==> src/rtl/code_pkg.sv <==
// Shared state encodings, default unlock key and duration helpers for code_lock.
// The LOCKOUT encoding exists only when CODE_LOCK_ALARM_EN is defined.
package code_pkg;

  typedef enum logic [2:0] {
    ST_IDLE    = 3'd0,
    ST_GOT1    = 3'd1,
    ST_GOT2    = 3'd2,
    ST_OPEN    = 3'd3
`ifdef CODE_LOCK_ALARM_EN
    ,
    ST_LOCKOUT = 3'd4
`endif
  } state_t;

  localparam logic [2:0] KEY0_DEF = 3'b010;
  localparam logic [2:0] KEY1_DEF = 3'b101;
  localparam logic [2:0] KEY2_DEF = 3'b111;

  localparam int CNT_W  = 8;
  localparam int FAIL_W = 4;

  // The timer counts down to zero, so an N-cycle phase is loaded with N-1.
  function automatic logic [CNT_W-1:0] dur_load(input logic [CNT_W-1:0] cycles);
    return (cycles == '0) ? '0 : cycles - 1'b1;
  endfunction

endpackage

==> src/rtl/code_timer.sv <==
// Purpose: 8-bit load/decrement duration counter timing the OPEN and LOCKOUT phases.
// Latency: load takes effect on the next edge; done is combinational from the count.
// Backpressure: none; enable gates counting and the count stops at zero.
module code_timer
  import code_pkg::*;
(
  input  logic             clk,
  input  logic             reset,
  input  logic             load,
  input  logic [CNT_W-1:0] load_val,
  input  logic             enable,
  output logic             done
);

  logic [CNT_W-1:0] cnt;

  always_ff @(posedge clk) begin
    if (reset) begin
      cnt <= '0;
    end else if (load) begin
      cnt <= load_val;
    end else if (enable && (cnt != '0)) begin
      cnt <= cnt - 1'b1;
    end
  end

  assign done = (cnt == '0);

endmodule

==> src/rtl/code_lock.sv <==
// Purpose: three-symbol code lock with timed unlock; CODE_LOCK_ALARM_EN adds failure lockout.
// Latency: fail pulses the cycle after a wrong symbol; unlock/alarm trail their state by one cycle.
// Backpressure: none; code_valid and clear are ignored while OPEN or LOCKOUT.
module code_lock
  import code_pkg::*;
#(
  parameter logic [2:0]        KEY0           = KEY0_DEF,
  parameter logic [2:0]        KEY1           = KEY1_DEF,
  parameter logic [2:0]        KEY2           = KEY2_DEF,
  parameter logic [CNT_W-1:0]  OPEN_CYCLES    = 8'd4,
  parameter logic [FAIL_W-1:0] MAX_FAIL       = 4'd3,
  parameter logic [CNT_W-1:0]  LOCKOUT_CYCLES = 8'd8
) (
  input  logic       clk,
  input  logic       reset,
  input  logic [2:0] code_in,
  input  logic       code_valid,
  input  logic       clear,
  output logic       unlock,
  output logic       fail,
  output logic       alarm,
  output logic [2:0] state_o
);

  state_t           state, state_nx;
  logic             fail_nx;
  logic [2:0]       want;
  logic             tmr_load;
  logic [CNT_W-1:0] tmr_val;
  logic             tmr_en;
  logic             tmr_done;

`ifdef CODE_LOCK_ALARM_EN
  logic [FAIL_W-1:0] fail_cnt, fail_cnt_nx;
`endif

  always_comb begin
    case (state)
      ST_GOT1: want = KEY1;
      ST_GOT2: want = KEY2;
      default: want = KEY0;
    endcase
  end

  always_comb begin
    state_nx = state;
    fail_nx  = 1'b0;
    tmr_load = 1'b0;
    tmr_val  = dur_load(OPEN_CYCLES);
`ifdef CODE_LOCK_ALARM_EN
    fail_cnt_nx = fail_cnt;
`endif
    case (state)
      ST_IDLE, ST_GOT1, ST_GOT2: begin
        if (clear) begin
          state_nx = ST_IDLE;
        end else if (code_valid) begin
          if (code_in == want) begin
            case (state)
              ST_IDLE: state_nx = ST_GOT1;
              ST_GOT1: state_nx = ST_GOT2;
              default: begin
                state_nx = ST_OPEN;
                tmr_load = 1'b1;
`ifdef CODE_LOCK_ALARM_EN
                fail_cnt_nx = '0;
`endif
              end
            endcase
          end else begin
            fail_nx = 1'b1;
            // A wrong symbol that is itself KEY0 restarts the sequence.
            state_nx = ((state != ST_IDLE) && (code_in == KEY0)) ? ST_GOT1 : ST_IDLE;
`ifdef CODE_LOCK_ALARM_EN
            if (fail_cnt >= MAX_FAIL - 1'b1) begin
              fail_cnt_nx = MAX_FAIL;
              state_nx    = ST_LOCKOUT;
              tmr_load    = 1'b1;
              tmr_val     = dur_load(LOCKOUT_CYCLES);
            end else begin
              fail_cnt_nx = fail_cnt + 1'b1;
            end
`endif
          end
        end
      end
      ST_OPEN: begin
        if (tmr_done) state_nx = ST_IDLE;
      end
`ifdef CODE_LOCK_ALARM_EN
      ST_LOCKOUT: begin
        if (tmr_done) begin
          state_nx    = ST_IDLE;
          fail_cnt_nx = '0;
        end
      end
`endif
      default: state_nx = ST_IDLE;
    endcase
  end

  always_ff @(posedge clk) begin
    if (reset) begin
      state  <= ST_IDLE;
      unlock <= 1'b0;
      fail   <= 1'b0;
    end else begin
      state  <= state_nx;
      unlock <= (state == ST_OPEN);
      fail   <= fail_nx;
    end
  end

`ifdef CODE_LOCK_ALARM_EN
  always_ff @(posedge clk) begin
    if (reset) begin
      fail_cnt <= '0;
      alarm    <= 1'b0;
    end else begin
      fail_cnt <= fail_cnt_nx;
      alarm    <= (state == ST_LOCKOUT);
    end
  end

  assign tmr_en = (state == ST_OPEN) || (state == ST_LOCKOUT);
`else
  // Lockout parameters stay on the interface so both builds share one parameter list.
  assign alarm  = 1'b0 & (^{MAX_FAIL, LOCKOUT_CYCLES});
  assign tmr_en = (state == ST_OPEN);
`endif

  code_timer u_timer (
    .clk      (clk),
    .reset    (reset),
    .load     (tmr_load),
    .load_val (tmr_val),
    .enable   (tmr_en),
    .done     (tmr_done)
  );

  assign state_o = state;

endmodule

==> config.mk <==
export PLATFORM = sky130hd
export DESIGN_NAME = code_lock
export DESIGN_NICKNAME = d
export VERILOG_FILES = /design/src/rtl/code_pkg.sv /design/src/rtl/code_timer.sv /design/src/rtl/code_lock.sv
export SDC_FILE = /design/constraint.sdc
export NUM_CORES = 1
export LEC_CHECK = 0
export BUFFER_PORTS_ARGS = -buffer_cell sky130_fd_sc_hd__buf_4
export CAP_MARGIN = 30
export CORE_AREA = 2 2 39 41
export DETAILED_ROUTE_END_ITERATION = 10
export DIE_AREA = 0 0 41 43
export HOLD_SLACK_MARGIN = 0.12
export PLACE_DENSITY = 0.75
export SYNTH_ARGS = -nofsm -noshare
export SYNTH_HDL_FRONTEND = slang
export SYNTH_SLANG_ARGS = --single-unit
export TNS_END_PERCENT = 30
==> constraint.sdc <==
create_clock -name clk -period 2.68 [get_ports clk]
set_input_delay 0.536 -clock clk [delete_from_list [all_inputs] [get_ports clk]]
set_output_delay 0.536 -clock clk [all_outputs]
set_load 0.005 [all_outputs]
==> results of run 1 <==
## worst max-delay path: stages, from the launching register on
cell	delay [ns]
sky130_fd_sc_hd__dfxtp_1	0.44
sky130_fd_sc_hd__inv_1	0.07
sky130_fd_sc_hd__ha_1	0.30
sky130_fd_sc_hd__nor3_1	0.18
sky130_fd_sc_hd__o21ai_1	0.14
sky130_fd_sc_hd__o31ai_1	0.65
sky130_fd_sc_hd__nor2_1	0.11
## cell usage after synthesis (all sizes together) (2+ instances only)
| master | instances |
|---|---|
| a21oi | 7 |
| mux2i | 2 |
| nand2 | 6 |
| o31ai | 2 |
| nor3 | 3 |
| o21ai | 3 |
| buf | 2 |
| inv | 6 |
| or4 | 2 |
| dfxtp | 12 |
| or3 | 2 |
| xor2 | 2 |
| and3 | 2 |
| ha | 6 |
| nor2 | 5 |
| nor2b | 2 |
## logic make-up (layout without fill, tap and decap cells)
kind of cell             after synthesis  in the layout  synth area share
buffers and inverters                  8             20            0.0549
other                                  1              2           0.00549
flip-flops                            12             12             0.352
multiplexers                           3              3            0.0458
AO/OA/AOI/OAI                         16             16             0.150
XOR/XNOR                               3              3            0.0385
adder cells (fa/ha/maj)                6              6             0.110
AND/OR/NAND/NOR                       29             29             0.244
## metrics by stage
step	hold slack [ns]	cells	area [µm²]	total power, mW	util
2_1_floorplan	0.456	79	687	0.194	-
3_3_place_gp	0.484	103	767	0.203	0.554
3_5_place_dp	0.488	103	767	0.204	0.554
4_1_cts	0.436	107	803	0.357	0.580
5_1_grt	0.439	107	803	0.368	0.580
6_report	0.446	107	803	0.353	0.580
## per-layer routing
layer	wire length, µm	vias up
met5	0	-
met3	50	5
met2	600	9
met4	36	0
met1	631	267
li1	-	298
## where the power goes
group / switching [mW] / total, mW / internal, mW
registers: 0.000485 / 0.179 / 0.179
logic: 0.00985 / 0.0203 / 0.0104
clock network: 0.0702 / 0.153 / 0.0829
total: 0.0805 / 0.353 / 0.272
## registers in the layout (all words and copies together) (netlist names)
register / cells
fail: 1
state_o: 2
u_timer.cnt: 8
unlock: 1
## final timing paths
check / startpoint / end / slack (ns) / cells after the start
worst max-delay path: state_o[0] / u_timer.cnt[7] / 0.66 / 6
worst min-delay path: reset / u_timer.cnt[1] / 0.45 / 2
worst max register to register: state_o[0] / u_timer.cnt[7] / 0.66 / 6
worst min register to register: u_timer.cnt[5] / u_timer.cnt[5] / 0.50 / 2
## cells in the final DEF (no fill, tap or decap), drive strengths merged, types with 3 or more instances in the layout
| master | Yosys | final |
|---|---|---|
| dfxtp | 12 | 12 |
| buf | 2 | 10 |
| a21oi | 7 | 7 |
| inv | 6 | 6 |
| nand2 | 6 | 6 |
| ha | 6 | 6 |
| nor2 | 5 | 5 |
| clkbuf | 0 | 4 |
| nor3 | 3 | 3 |
| o21ai | 3 | 3 |
## layout make-up
class / instances / area (µm²) / area share
well taps: 16 / 20.0 / 0.0249
clock buffers: 4 / 36.3 / 0.0452
flip-flops and latches: 12 / 240 / 0.299
repair buffers: 10 / 75.1 / 0.0935
multi-input cells: 59 / 409 / 0.509
inverters: 6 / 22.5 / 0.0280
==> impl_metrics.ini, run 1 <==
[cts]
clk_transition_reported_paths_ns = 0.08
post_cts_resize_count = 0
cts_tree = built
clk-insertion-delay-late_ns = 0.29
numCtsBuffers = 3
tritoncts_num_sinks = 12
clock-root-buffer = sky130_fd_sc_hd__clkbuf_4
htree_num_levels = 1
cts_hold_buf = 0
clock_path_buffers = 2
postCtsSetupBuffers = 0

[place]
port_buffers = 10
preCtsSetupSlack_ns = 0.652
gp_congestion = 0.748
hpwl_reported_at_the_end_of_detailed_placement_um = 1000

[synthesis]
post_synth_main_area_contributors = sky130_fd_sc_hd__dfxtp_1 35%, sky130_fd_sc_hd__ha_1 11%, sky130_fd_sc_hd__a21oi_1 5.1%
synthesized_instance_count = 78
synthArstFlopShare = 0
yosysUniqueCellTypes = 32
synth_area_per_cell_um2 = 8.76
synth_largest_type_area_fraction = 0.352
synth-edff-count = 0
yosys.area.top_type = sky130_fd_sc_hd__dfxtp_1
yosysWarnings = 0
netlist_area_um2 = 683
yosysSeqAreaShare = 0.352
synth.ff_latch_count = 12
prevailing_post_synth_register_cell = sky130_fd_sc_hd__dfxtp_1

[timing]
final.setup_skew_ns = 0.00374
max_clock_freq_ghz = 0.496
final_period_minus_worst_setup_slack_ns = 2.02
rsz0062_at_grt = false
timing.final.crit_share = 0.753
slew_headroom = 0.526
final.setup.tns_ns = 0
max_slew.worst_pin.slew_ns = 0.705
timing.final.hold_violations = 0
final.setup.worst_slack_ns = 0.662
finalSetupViolations = 0
maxSlewViolCount = 0

[die]
ioPinCount = 13
die_h_um = 43
start_util = 0.494
core.rowCount = 14
floorplan.die.width_um = 41
core_area_mm2 = 0.00138
die-area_mm2 = 0.00176

[global_routing]
grt_util_met2 = 0.278
grt.met3_usage = 0.0942
gr-total-overflow = 0
grt_pass1_wl_um = 2040
antenna_found_initial = 0
busiest_layer = met2
first_global_vias = 516
grt_start_max_net_pins = 8
grt_use_met1 = 0.189
grt_usage = 0.181

[final_layout]
insertedDiodeCount = 0
num-nets-final = 105
drive_above_1_share = 0.187
area_growth_pct = 17.6
layout.filler_cells = 131

[worst_setup_path]
critical_path.startpoint_type = flip-flop
max_fanout_on_critical_path = 6
critPathKind = reg2reg
worstSetupEndpointType = flip-flop
worstPathRequired_ns = 2.84
worst_ep_arrival_time_ns = 2.18

[route]
drt_wl_total_um = 1320
routed_wire_length_per_instance_um = 12.3
drt_pre_antenna_iters = 3
number_of_drc_violations_after_detailed_routing = 0
detailedRoute.firstIterationViolations = 11
drt.antenna.violating_nets = 0
viasPerCell = 5.41
route.vias.total = 579

[flow_run]
maxCapViolations = 0

[status]
outcome = complete, no violations

[pwr]
powerDensity_mw_per_mm2 = 439
worst_ir_drop_vdd_v = 0.000334
leakage_dissipation_nw = 0.361

[hold_path]
min-delay-path-class = in2reg
Note: power is estimated with default switching activity, not from simulation.
==> run 2: changes to the inputs <==
ABC_AREA = 1   (was default)
CORE_AREA = default   (was 2 2 39 41)
CORE_MARGIN = 2   (was default)
CORE_UTILIZATION = 53   (was default)
DIE_AREA = default   (was 0 0 41 43)
PLACE_DENSITY = 0.76   (was 0.75)
clock period = 1.9 ns   (was 2.68 ns; I/O delays follow)
==> run 2 against run 1 <==
Effect of this change:
- setup slack worse by 0.52 ns
- synthesized cell count up 56%
- register-to-register slack worse by 0.52 ns
- critical path type unchanged
- hold slack worse by 0.16 ns
==> impl_metrics.ini, run 2 <==
[die]
ioPinCount = 13
core.rowCount = 13
start_util = 0.583
die_h_um = 42.5
floorplan.die.width_um = 42.5
die-area_mm2 = 0.00181
core_area_mm2 = 0.00135

[final_layout]
final_common_cell = sky130_fd_sc_hd__nand2_1
drive_above_1_share = 0.127
flip_flop_count_of_the_largest_register_after_layout = 8
num-nets-final = 148
layout.filler_cells = 124
post-route-util = 0.667
area_growth_pct = 14.5
insertedDiodeCount = 0
registers.top_by_ff_count = u_timer.cnt
leading_cell_types_in_the_layout_fill_and_taps_excluded = 38 x sky130_fd_sc_hd__nand2_1, 18 x sky130_fd_sc_hd__inv_1, 12 x sky130_fd_sc_hd__dfxtp_1

[global_routing]
grt_usage = 0.200
grt_pass1_wl_um = 2700
gr-total-overflow = 0
first_global_vias = 645
antenna_found_initial = 0
grt_start_max_net_pins = 11

[pwr]
finalPower_uw = 493
netSwitchingFraction = 0.221
worst_ir_drop_vdd_v = 0.000452
cellInternalPower_uw = 384
leakage_dissipation_nw = 0.446
p_sw_uw = 109
seq_power_share = 0.513
combPwrFrac = 0.072
power.share.clock = 0.415
powerDensity_mw_per_mm2 = 547

[synthesis]
synth.ff_latch_count = 12
yosysUniqueCellTypes = 20
synth.cells.most_frequent = 38 x sky130_fd_sc_hd__nand2_1, 18 x sky130_fd_sc_hd__inv_1, 12 x sky130_fd_sc_hd__dfxtp_1
synth_area_per_cell_um2 = 6.45
synthArstFlopShare = 0
synth-edff-count = 0
yosysSeqAreaShare = 0.305
yosysWarnings = 0
synth_largest_type_area_fraction = 0.305
synthesized_instance_count = 122
netlist_area_um2 = 787
yosys.area.top_type = sky130_fd_sc_hd__dfxtp_1
yosys.cell_count.top_type = sky130_fd_sc_hd__nand2_1
prevailing_post_synth_register_cell = sky130_fd_sc_hd__dfxtp_1
post_synth_main_area_contributors = sky130_fd_sc_hd__dfxtp_1 31%, sky130_fd_sc_hd__nand2_1 18%, sky130_fd_sc_hd__ha_1 9.5%

[timing]
final_period_minus_worst_setup_slack_ns = 1.76
maxSlewViolCount = 0
finalSetupViolations = 0
final.setup_skew_ns = 0.0103
timing.final.hold_violations = 0
timing.final.crit_share = 0.927
max_clock_freq_ghz = 0.568
final.setup.worst_slack_ns = 0.140
rsz0062_at_grt = false
final.setup.tns_ns = 0

[cts]
postCtsSetupBuffers = 0
clk-insertion-delay-late_ns = 0.28
numCtsBuffers = 3
htree_num_levels = 1
post_cts_resize_count = 0
tritoncts_num_sinks = 12
clock-root-buffer = sky130_fd_sc_hd__clkbuf_4
cts_tree = built
cts_hold_buf = 0
clock_path_buffers = 2
clk_transition_reported_paths_ns = 0.08

[route]
drt.antenna.violating_nets = 0
route.vias.total = 767
viasPerCell = 5.15
routed_wire_length_per_instance_um = 10.6
drt_pre_antenna_iters = 4
drt_wl_total_um = 1580
number_of_drc_violations_after_detailed_routing = 0
detailedRoute.firstIterationViolations = 44

[worst_setup_path]
critical_path.most_common_cell = sky130_fd_sc_hd__nand2_1
critPathKind = reg2reg
startpoint = state_o[0]
reg2reg_to = u_timer.cnt[5]
critical_path.reg2reg.startpoint = state_o[0]
worstSetupEndpointType = flip-flop
crit_path_top_delay_cell = sky130_fd_sc_hd__dfxtp_1
worst_ep_arrival_time_ns = 1.92
reg2regPathDepth = 8
worstPathCellList = inv_1 > ha_1 > nor2_1 > nand2_1 > nand2_1 > nand4_1 > nand2_1 > a21oi_1
worstPathRequired_ns = 2.06
setup.reg_to_reg.worst_slack_ns = 0.14
critPathMaxStageDelay_ns = 0.43
max_fanout_on_critical_path = 6
worst_setup_path_endpoint = u_timer.cnt[5]
critical_path.startpoint_type = flip-flop

[place]
preCtsSetupSlack_ns = 0.255
port_buffers = 10
hpwl_reported_at_the_end_of_detailed_placement_um = 1210
gp_congestion = 0.860

[hold_path]
min-delay-path-class = in2reg

[flow_run]
maxCapViolations = 0

[status]
outcome = complete, no violations
==> run 2: changes by cell type in the layout (fill, tap and decap cells not counted), sizes merged, moves of 3 or more <==
cell / before / now
nand2: 6 / 39
nand4: 0 / 3
inv: 6 / 19
a21oi: 7 / 10
nand3: 1 / 9
nor2: 5 / 11
==> run 2: metrics by stage <==
step	cell area (µm²)	std cells	hold slack, ns
floorplan	791	123	0.449
global placement	865	145	0.482
detailed placement	865	145	0.490
CTS	901	149	0.278
global route	901	149	0.274
finish	901	149	0.283
==> run 2: power groups by stage <==
stage | logic [mW] | registers, mW | clock network [mW]
CTS | 0.0347 | 0.253 | 0.208
finish | 0.0353 | 0.253 | 0.205
global placement | 0.0336 | 0.259 | 0
detailed placement | 0.0342 | 0.259 | 0
global route | 0.0398 | 0.253 | 0.226
floorplan | 0.0200 | 0.259 | 0
==> run 2: layout make-up <==
class	count	area [µm²]	area share
multi-input combinational	89	459	0.510
timing repair buffer	10	75.1	0.0833
inverter	19	71.3	0.0792
tap	15	18.8	0.0208
sequential	12	240	0.267
clock buffer	4	36.3	0.0403
==> run 2: worst min path at each step <==
stage                   startpoint        endpoint  slack (ns)  cells past startpoint
floorplan                    reset      state_o[1]        0.45                      1
global placement        state_o[1]      state_o[1]        0.48                      2
detailed placement  u_timer.cnt[7]  u_timer.cnt[7]        0.49                      2
CTS                          reset  u_timer.cnt[0]        0.28                      2
global route                 reset      state_o[1]        0.27                      2
finish                       reset  u_timer.cnt[0]        0.28                      2
==> run 2: metal layers <==
layer	vias to the layer above	share of wire	track usage
met4	0	0.017	0.100
met1	339	0.52	0.289
met5	-	0	0
met2	22	0.41	0.268
li1	400	-	-
met3	6	0.051	0.0517
==> run 2: critical path, delay by kind of cell, from the launching register on <==
| family | cells | cell delay (ns) |
|---|---|---|
| AOI/OAI and AO/OA | 1 | 0.07 |
| buffers and inverters | 1 | 0.09 |
| DFF | 1 | 0.43 |
| adders and majority gates | 1 | 0.33 |
| and+or+nand+nor | 5 | 0.73 |
==> run 2: cells by family after synthesis <==
kind of cell / count (synthesis) / share of synthesized area
flip-flops: 12 / 0.305
adder cells (fa/ha/maj): 6 / 0.0954
XOR/XNOR: 3 / 0.0334
other: 1 / 0.00476
buffers and inverters: 22 / 0.116
AND/OR/NAND/NOR: 64 / 0.339
AO/OA/AOI/OAI: 14 / 0.107
==> run 3: changes to the inputs <==
CORE_UTILIZATION = 55   (was 53)
PLACE_DENSITY = 0.77   (was 0.76)
SYNTH_HIERARCHICAL = 1   (was default)
TNS_END_PERCENT = 10   (was 30)
==> run 3 against run 2 <==
Effect of this change:
- hold slack better by 0.060 ns
- setup slack better by 0.016 ns
- critical endpoint is now u_timer/cnt[1]
- via count up 20%
- die area up 11%
- non-clock buffer count up 2
- final cell count up 27%
- clock power down 24%
- first-iteration DRC count down 48%
- global-route usage up 3.4 points
- critical path depth up 4
- sequential share of layout area down 4.2 points
- flip-flop and latch count unchanged
==> impl_metrics.ini, run 3 <==
[pwr]
leakage_dissipation_nw = 0.568
finalPower_uw = 447
worst_ir_drop_vdd_v = 0.000397
powerDensity_mw_per_mm2 = 410

[worst_setup_path]
reg2regPathDepth = 12
max_fanout_on_critical_path = 9
worstSetupEndpointType = flip-flop
reg2reg_to = u_timer/cnt[1]
critical_path.startpoint_type = flip-flop
startpoint = state_o[0]
worstPathCellList = inv_1 > ha_4 > inv_1 > o21ai_2 > nand2_1 > nor2_2 > nand2_2 > nor2_4 > buf_4 > o21ai_0 > nor2_1 > nor2_1
critical_path.reg2reg.startpoint = state_o[0]
worstPathRequired_ns = 2.06
worst_ep_arrival_time_ns = 1.91
worst_setup_path_endpoint = u_timer/cnt[1]
critPathMaxStageDelay_ns = 0.38
critPathKind = reg2reg
setup.reg_to_reg.worst_slack_ns = 0.16
crit_path_top_delay_cell = sky130_fd_sc_hd__dfxtp_4

[route]
detailedRoute.firstIterationViolations = 23
drt_wl_total_um = 1920
route.vias.total = 922
viasPerCell = 4.88
routed_wire_length_per_instance_um = 10.2
number_of_drc_violations_after_detailed_routing = 0
drt.antenna.violating_nets = 0
drt_pre_antenna_iters = 4

[global_routing]
first_global_vias = 828
grt_start_max_net_pins = 11
grt_usage = 0.234
grt_pass1_wl_um = 3510
gr-total-overflow = 0
antenna_found_initial = 0

[cts]
cts_tree = built
clk-insertion-delay-late_ns = 0.27
clock-root-buffer = sky130_fd_sc_hd__clkbuf_4
numCtsBuffers = 3
htree_num_levels = 1
cts_hold_buf = 0
clk_transition_reported_paths_ns = 0.08
tritoncts_num_sinks = 12
clock_path_buffers = 2

[place]
gp_congestion = 0.878
preCtsSetupSlack_ns = 0.0178
placed_cells = 186
port_buffers = 10
placedInstanceArea_mm2 = 0.00104
hpwl_reported_at_the_end_of_detailed_placement_um = 1560

[synthesis]
netlist_area_um2 = 920
yosysSeqAreaShare = 0.261
post_synth_main_area_contributors = sky130_fd_sc_hd__dfxtp_1 26%, sky130_fd_sc_hd__nand2_1 18%, sky130_fd_sc_hd__nand3_1 9.8%
synth-edff-count = 0
prevailing_post_synth_register_cell = sky130_fd_sc_hd__dfxtp_1
yosysUniqueCellTypes = 23
synth.ff_latch_count = 12
synth_area_per_cell_um2 = 6.01
synthesized_instance_count = 153
yosysWarnings = 6
yosys.cell_count.top_type = sky130_fd_sc_hd__nand2_1
synth_largest_type_area_fraction = 0.261
synthArstFlopShare = 0
synth.cells.most_frequent = 44 x sky130_fd_sc_hd__nand2_1, 22 x sky130_fd_sc_hd__inv_1, 19 x sky130_fd_sc_hd__nor2_1
yosys.area.top_type = sky130_fd_sc_hd__dfxtp_1

[timing]
timing.final.crit_share = 0.918
max_clock_freq_ghz = 0.573
final.setup.worst_slack_ns = 0.155
final_period_minus_worst_setup_slack_ns = 1.74
timing.final.hold_violations = 0
final.setup_skew_ns = 0.00909
final.setup.tns_ns = 0
rsz0062_at_grt = false
maxSlewViolCount = 0
fin_hold_ws_ns = 0.343
finalSetupViolations = 0

[hold_path]
min-delay-path-class = in2reg

[final_layout]
leading_cell_types_in_the_layout_fill_and_taps_excluded = 44 x sky130_fd_sc_hd__nand2_1, 21 x sky130_fd_sc_hd__inv_1, 18 x sky130_fd_sc_hd__nand3_1, 18 x sky130_fd_sc_hd__nor2_1, 12 x sky130_fd_sc_hd__buf_4
post-route-util = 0.708
registers.top_by_ff_count = u_timer/cnt
num-nets-final = 188
layout.filler_cells = 138
final-instance-count-excl-fill = 189
insertedDiodeCount = 0
flip_flop_count_of_the_largest_register_after_layout = 8
final_common_cell = sky130_fd_sc_hd__nand2_1
area_growth_pct = 18.6
post-route-cell-area_mm2 = 0.00109
drive_above_1_share = 0.191

[status]
outcome = complete, no violations

[die]
core.rowCount = 14
core_area_mm2 = 0.00154
floorplan.die.width_um = 44.9
start_util = 0.597
die-area_mm2 = 0.00202
die_h_um = 44.9
ioPinCount = 13

[flow_run]
maxCapViolations = 0
run 3: cell count changes after synthesis, sizes merged, moves of 2 or more:
cell,previous run,this run
o21ai,3,5
nand3,9,18
nor2,11,21
nand2,39,50
inv,19,24
a21oi,10,4
run 3: per-layer routing:
| metal | global-route usage | routed length, µm | vias up |
|---|---|---|---|
| li1 | - | - | 502 |
| met1 | 0.328 | 952 | 398 |
| met2 | 0.359 | 876 | 20 |
| met3 | 0.0600 | 81 | 2 |
| met4 | 0.0588 | 10 | 0 |
| met5 | 0 | 0 | - |
run 3: kinds of logic (layout without fill, tap and decap cells):
logic type / after synthesis / count (layout) / share of synthesized area
XOR/XNOR: 1 / 1 / 0.00953
AND/OR/NAND/NOR: 94 / 94 / 0.452
adder cells (fa/ha/maj): 6 / 6 / 0.0816
AO/OA/AOI/OAI: 10 / 10 / 0.0639
buffers and inverters: 28 / 40 / 0.124
other: 2 / 10 / 0.00817
flip-flops: 12 / 12 / 0.261
run 3: worst min-delay path by stage:
stage | endpoint | start | cells past startpoint | slack, ns
global route | state_o[1] | reset | 2 | 0.34
CTS | state_o[1] | reset | 2 | 0.35
detailed placement | u_timer/cnt[0] | u_timer/cnt[0] | 2 | 0.49
global placement | u_timer/cnt[0] | u_timer/cnt[0] | 2 | 0.48
floorplan | state_o[1] | reset | 1 | 0.44
finish | state_o[1] | reset | 2 | 0.34
run 3: repair_timing:
item                       in CTS  in global routing
pin swaps                       0                  0
cloned                          0                  0
hold endpoints to repair        0                  0
resized for setup               1                  7
setup endpoints to repair       1                  8
buffers inserted                0                  0
run 3: report_power, final:
part	internal, mW	switching [mW]	leakage [nW]	total, mW
logic	0.0168	0.0227	0.456	0.0395
clock network	0.0732	0.0820	0.0138	0.155
registers	0.251	0.000872	0.0981	0.252
total	0.341	0.106	0.568	0.447
run 3: critical path, delay by kind of cell, from the launching register on:
kind            cells  cell delay (ns)
compound gates      2             0.16
simple gates        6             0.54
fa+ha+maj           1             0.27
buf+inv             3             0.28
flops               1             0.38
run 3: cell type report:
type / instances / area (µm²) / share of cell area
well taps: 16 / 20.0 / 0.0183
inverters: 25 / 97.6 / 0.0894
multi-input cells: 121 / 616 / 0.564
clock buffers: 3 / 22.5 / 0.0206
flip-flops and latches: 12 / 245 / 0.225
repair buffers: 12 / 90.1 / 0.0826
